<file path="src/rtl/conv_result_drain_if.sv">
// Read port toward the convolution core's output RAM plus the valid/ready result
// stream toward the consumer; master is the drain stage.
interface conv_result_drain_if #(
   parameter int n = 8,
   parameter int m = 6
);
   logic         rd;
   logic [m-1:0] adr;
   logic [n-1:0] dataout;
   logic [n-1:0] out_data;
   logic         out_valid;
   logic         out_ready;
   logic         out_last;

   modport master (
      output rd, adr, out_data, out_valid, out_last,
      input  dataout, out_ready
   );

   modport slave (
      input  rd, adr, out_data, out_valid, out_last,
      output dataout, out_ready
   );
endinterface

</file>
<file path="src/rtl/conv_result_drain.sv">
// Drains k results from the convolution core's output RAM through a 4-entry FIFO
// onto a valid/ready stream with a last marker, tracking the frame maximum.
module conv_result_drain #(
   parameter int n = 8,
   parameter int m = 6,
   parameter int k = 9
) (
   input  logic                 clk,
   input  logic                 rst,
   input  logic                 done,
   conv_result_drain_if.master  bus,
   output logic                 busy,
   output logic                 finished,
   output logic [n-1:0]         max_val
);

   typedef enum logic [1:0] {IDLE, READ, DRAIN} state_t;

   localparam logic [m:0]   k_cnt    = (m+1)'(k);
   localparam logic [m-1:0] last_idx = m'(k-1);

   state_t       state;
   logic         rd_q;
   logic         rd_d;
   logic [m-1:0] adr_q;
   logic [m:0]   issue_cnt;
   logic [m-1:0] xfer_idx;

   logic [n-1:0] mem [4];
   logic [1:0]   wr_ptr;
   logic [1:0]   rd_ptr;
   logic [2:0]   fifo_count;
   logic [2:0]   count_next;
   logic [3:0]   occupancy;
   logic         wr_en;
   logic         pop;
   logic         out_valid;
   logic         out_last;

   // RAM data arrives the cycle after rd, so the delayed strobe is the capture enable.
   assign wr_en     = rd_d;
   assign out_valid = (fifo_count != 3'd0);
   assign out_last  = out_valid && (xfer_idx == last_idx);
   assign pop       = out_valid && bus.out_ready;

   // NOTE: every always_comb output gets a default first so no path leaves it unassigned (no latch).
   always_comb begin
      count_next = fifo_count;
      case ({wr_en, pop})
         2'b10:   count_next = fifo_count + 3'd1;
         2'b01:   count_next = fifo_count - 3'd1;
         default: count_next = fifo_count;
      endcase
   end

   // Words held after this edge plus the read still outstanding; must stay below 4 to issue.
   assign occupancy = {1'b0, count_next} + {3'b000, rd_q};

   // NOTE: storage is not reset; out_data is masked while the FIFO is empty so stale words never show.
   always_ff @(posedge clk) begin
      if (wr_en) mem[wr_ptr] <= bus.dataout;
   end

   // NOTE: sequential state uses non-blocking assignments only, so every register sees pre-edge values.
   always_ff @(posedge clk or negedge rst) begin
      if (!rst) begin
         state      <= IDLE;
         rd_q       <= 1'b0;
         rd_d       <= 1'b0;
         adr_q      <= '0;
         issue_cnt  <= '0;
         xfer_idx   <= '0;
         wr_ptr     <= 2'd0;
         rd_ptr     <= 2'd0;
         fifo_count <= 3'd0;
         busy       <= 1'b0;
         finished   <= 1'b0;
         max_val    <= '0;
      end else begin
         rd_d       <= rd_q;
         finished   <= 1'b0;
         fifo_count <= count_next;

         if (wr_en) begin
            wr_ptr <= wr_ptr + 2'd1;
            if (bus.dataout > max_val) max_val <= bus.dataout;
         end
         if (pop) begin
            rd_ptr   <= rd_ptr + 2'd1;
            xfer_idx <= xfer_idx + 1'b1;
         end

         case (state)
            IDLE: begin
               if (done) begin
                  state     <= READ;
                  busy      <= 1'b1;
                  rd_q      <= 1'b1;
                  adr_q     <= '0;
                  issue_cnt <= (m+1)'(1);
                  xfer_idx  <= '0;
                  max_val   <= '0;
               end
            end
            READ: begin
               if (issue_cnt == k_cnt) begin
                  rd_q  <= 1'b0;
                  state <= DRAIN;
               end else if (occupancy < 4'd4) begin
                  rd_q      <= 1'b1;
                  adr_q     <= issue_cnt[m-1:0];
                  issue_cnt <= issue_cnt + 1'b1;
               end else begin
                  rd_q <= 1'b0;
               end
            end
            DRAIN: begin
               if (pop && out_last) begin
                  state    <= IDLE;
                  busy     <= 1'b0;
                  finished <= 1'b1;
               end
            end
            default: state <= IDLE;
         endcase
      end
   end

   assign bus.rd        = rd_q;
   assign bus.adr       = adr_q;
   assign bus.out_valid = out_valid;
   assign bus.out_last  = out_last;
   assign bus.out_data  = out_valid ? mem[rd_ptr] : '0;

endmodule

</file>
<file path="src/flat_wrapper.sv">
// flat-port wrapper written by rule: the top's interface ports become plain ports
module conv_result_drain_flat 
#(
   parameter int n = 8,
   parameter int m = 6,
   parameter int k = 9
)
  (clk, rst, done, busy, finished, max_val, bus_rd, bus_adr, bus_out_data, bus_out_valid, bus_out_last, bus_dataout, bus_out_ready);
  conv_result_drain_if #(.n(n), .m(m)) bus_i ();
  input  logic clk;
  input  logic rst;
  input  logic done;
  output logic busy;
  output logic finished;
  output logic [n-1:0] max_val;
  output wire logic [$bits(bus_i.rd)-1:0] bus_rd;
  output wire logic [$bits(bus_i.adr)-1:0] bus_adr;
  output wire logic [$bits(bus_i.out_data)-1:0] bus_out_data;
  output wire logic [$bits(bus_i.out_valid)-1:0] bus_out_valid;
  output wire logic [$bits(bus_i.out_last)-1:0] bus_out_last;
  input wire logic [$bits(bus_i.dataout)-1:0] bus_dataout;
  input wire logic [$bits(bus_i.out_ready)-1:0] bus_out_ready;
  assign bus_rd = bus_i.rd;
  assign bus_adr = bus_i.adr;
  assign bus_out_data = bus_i.out_data;
  assign bus_out_valid = bus_i.out_valid;
  assign bus_out_last = bus_i.out_last;
  assign bus_i.dataout = bus_dataout;
  assign bus_i.out_ready = bus_out_ready;
  conv_result_drain #(.n(n), .m(m), .k(k)) u_core (.clk(clk), .rst(rst), .done(done), .bus(bus_i), .busy(busy), .finished(finished), .max_val(max_val));
endmodule
</file>
<file path="config.mk">
export PLATFORM = sky130hd
export DESIGN_NAME = conv_result_drain_flat
export DESIGN_NICKNAME = d
export VERILOG_FILES = /design/src/rtl/conv_result_drain_if.sv /design/src/rtl/conv_result_drain.sv /design/src/flat_wrapper.sv
export SDC_FILE = /design/constraint.sdc
export NUM_CORES = 1
export LEC_CHECK = 0
export ABC_AREA = 1
export BUFFER_PORTS_ARGS = -buffer_cell sky130_fd_sc_hd__buf_4
export CAP_MARGIN = 20
export CORE_AREA = 8 8 105 83
export DETAILED_ROUTE_END_ITERATION = 8
export DIE_AREA = 0 0 113 91
export PLACE_DENSITY_LB_ADDON = 0.25
export SLEW_MARGIN = 10
export SYNTH_ARGS = -nofsm -noshare
export SYNTH_HDL_FRONTEND = slang
export SYNTH_SLANG_ARGS = --single-unit
</file>
<file path="constraint.sdc">
create_clock -name clk -period 4.1 [get_ports clk]
set_clock_uncertainty 0.15 [all_clocks]
set_input_delay 0.41 -clock clk [delete_from_list [all_inputs] [get_ports clk]]
set_output_delay 0.41 -clock clk [all_outputs]
set_load 0.1 [all_outputs]
</file>
==> reports/metrics.cfg <==
[global_route]
overflow=0
grt_pass1_wl_mm=12.43
grt_pass1_vias=2588
antenna_found_initial=0
grt_max_degree=41
gr-usage-all-layers_pct=14.94

[layout]
num-fill-cells=612
antenna_cells=0
syn_to_final_growth_pct=14.29
final_layout_size_suffix_gt1_share_pct=18.43
nets=470

[clock_network]
clock_latency_ns=0.35
clockBufferDepth=2
cts_root_buf=clkbuf_8
numCtsBuffers=9
cts_sinks=72
cts_setup_buffers=0
cts_max_level=3
clkSlewWorstSetupHoldPaths_ns=0.09
cts_tree=done

[logic_synthesis]
seq_area_frac_synth_pct=54.11
async_flop_share_pct=55.56
synth_edf_count=32
yosysTopAreaCell=dfrtp_1
synth-main-ff-cell=dfrtp_1
ys_types=33
syn_nets=432
synth_commonest_cells=69 x nor2_1, 65 x nand2_1, 50 x inv_1, 40 x dfrtp_1, 32 x edfxtp_1
yosysMostFrequentCell=nor2_1
ys_warn_count=0
netlist_area_um2=3626
synthCells=402
ys_seq_elements=72
synth_area_leaders=dfrtp_1 28%, edfxtp_1 27%, nor2_1 7.1%
synth.avg_cell_area_um2=9.020
synth_top_area_share_pct=27.61

[timing]
period_share_pct=67.04
fin_setup_tns_ns=0
hold_violations=0
clock.fmax_ghz=0.3638
finalSetupViolations=0
relSlewSlack_pct=54.40
min_period_ns=2.748
drv_slew=0
tightest_slew_ns=0.6840
grt_setup_unrepaired=false

[route]
drc=0
post_drt_wl_per_cell_um=13.49
drtIter0Drc=128
vias=2661
drt-vias-per-instance=5.002
ant_nets=0
route.final.wire_length_mm=7.177
first_pass_iters=4

[worst_setup_path]
slowest_stage=fa_1
cp-end-kind=flip-flop
path_class=flip-flop to flip-flop
critPathLaunch=u_core.fifo_count[0]
rr_startpoint=u_core.fifo_count[0]
cp_slowest_stage_delay_ns=0.41
cpMostUsedCell=nand2_1
reg2reg_to=u_core.issue_cnt[6]
reg2reg_depth=15
cp-endpoint=u_core.issue_cnt[6]
r2r_slack_ns=1.35
crit_fanout=15
cp_data_required_time_ns=4.19
crit_path_cell_trace=inv_2 -> nand3_2 -> nand2_2 -> inv_1 -> ha_1 -> inv_2 -> fa_1 -> nand2_1 -> o21ai_1 -> nor2_1 -> nor2_4 -> nand2_4 -> nand2_4 -> nand2_1 -> nand2_1
worstPathArrival_ns=2.84
start_kind=flip-flop

[floorplanning]
dieHeight_um=91
row_count=27
ios=39
core_um2=7094
die_x_um=113
die-area_um2=10280
start_util_pct=51.11

[place]
place.gp.congestion=0.7929
dpl.hpwl_mm=4.926
io_buffers=38

[run_status]
status=completed

[job]
maxCapViolations=0

[hold_path]
min_path_type=input pin to flip-flop

## stage by stage
step | hold WS [ns] | setup slack, ns | cells | cell area, µm² | utilization (%)
after floorplan | -0.03559 | 0.6441 | 402 | 3632 | -
after global placement | 0.2668 | 1.490 | 515 | 3949 | 55.66
after detailed placement | 0.2711 | 1.389 | 515 | 3949 | 55.66
after CTS | 0.1190 | 1.342 | 532 | 4144 | 58.41
after global routing | 0.1137 | 1.114 | 532 | 4144 | 58.41
final | 0.1330 | 1.352 | 532 | 4144 | 58.41
## flip-flops by register name, indices dropped and copies added, names as in the netlist
name               flops
u_core.bus.adr         6
u_core.bus.rd          1
u_core.busy            1
u_core.fifo_count      3
u_core.finished        1
u_core.issue_cnt       7
u_core.max_val         8
u_core.mem            32
u_core.rd_d            1
u_core.rd_ptr          2
u_core.state           2
u_core.wr_ptr          2
u_core.xfer_idx        6
## worst min path at each step
| stage | start | to | cells past startpoint | slack [ns] |
|---|---|---|---|---|
| 4_1_cts | bus_dataout[0] | u_core.mem[0][0] | 1 | 0.12 |
| 3_5_place_dp | rst | u_core.max_val[4] | 1 | 0.27 |
| 3_3_place_gp | rst | u_core.max_val[5] | 1 | 0.27 |
| 2_1_floorplan | rst | u_core.bus.adr[0] | 0 | -0.04 |
| 5_1_grt | bus_dataout[0] | u_core.mem[2][0] | 1 | 0.11 |
| 6_report | bus_dataout[0] | u_core.mem[0][0] | 1 | 0.13 |
## critical path, delay by kind of cell, from the launching register on
kind / cells / cell delay [ns]
flops: 1 / 0.39
fa+ha+maj: 2 / 0.62
buf+inv: 3 / 0.26
simple gates: 9 / 1.13
compound gates: 1 / 0.08
## kinds of logic after synthesis
logic type	after synthesis	share of synthesized area, %
compound gates	45	6.453
xor+xnor	5	1.208
simple gates	193	23.67
flops	72	54.11
fa+ha+maj	18	6.418
buf+inv	69	8.143
## metal layers
layer,GRT usage (%),routed length (µm)
met4,5.420,89
met2,22.35,3158
met5,0,0
met1,20.23,3518
met3,4.233,411
## area by class of cell
cell class	count	area, µm²	area share [%]
inverter	56	210.2	5.072
sequential	72	1962	47.34
clock inverter	7	61.31	1.479
clock buffer	9	123.9	2.989
timing repair buffer	40	302.8	7.307
tap	87	108.9	2.627
multi-input combinational	261	1375	33.18
## layout by cell type (no fill, tap or decap), types with 2 or more instances in the layout
master | synthesis | routed
inv_1 | 50 | 50
nand4_1 | 3 | 3
nand3_2 | 2 | 2
o21ai_0 | 21 | 21
clkinvlp_4 | 0 | 2
nand2_1 | 65 | 65
inv_2 | 5 | 5
nor2_1 | 69 | 69
nand2_2 | 14 | 14
inv_6 | 0 | 3
nand2_4 | 2 | 2
edfxtp_1 | 32 | 32
ha_1 | 17 | 17
nand3_1 | 29 | 29
a21oi_1 | 20 | 20
nor3b_1 | 2 | 2
dfrtp_1 | 40 | 40
buf_4 | 3 | 39
nor3_1 | 2 | 2
xor2_1 | 4 | 4
clkbuf_8 | 0 | 9
## timing repair
action                                 in CTS  in global routing
endpoints found under the hold margin      40                  0
gates resized for setup                     0                  0
hold buffers                                1                  0
Power is not shown: default switching activity piles up to over one toggle a cycle in this logic, so the estimate is an artifact.
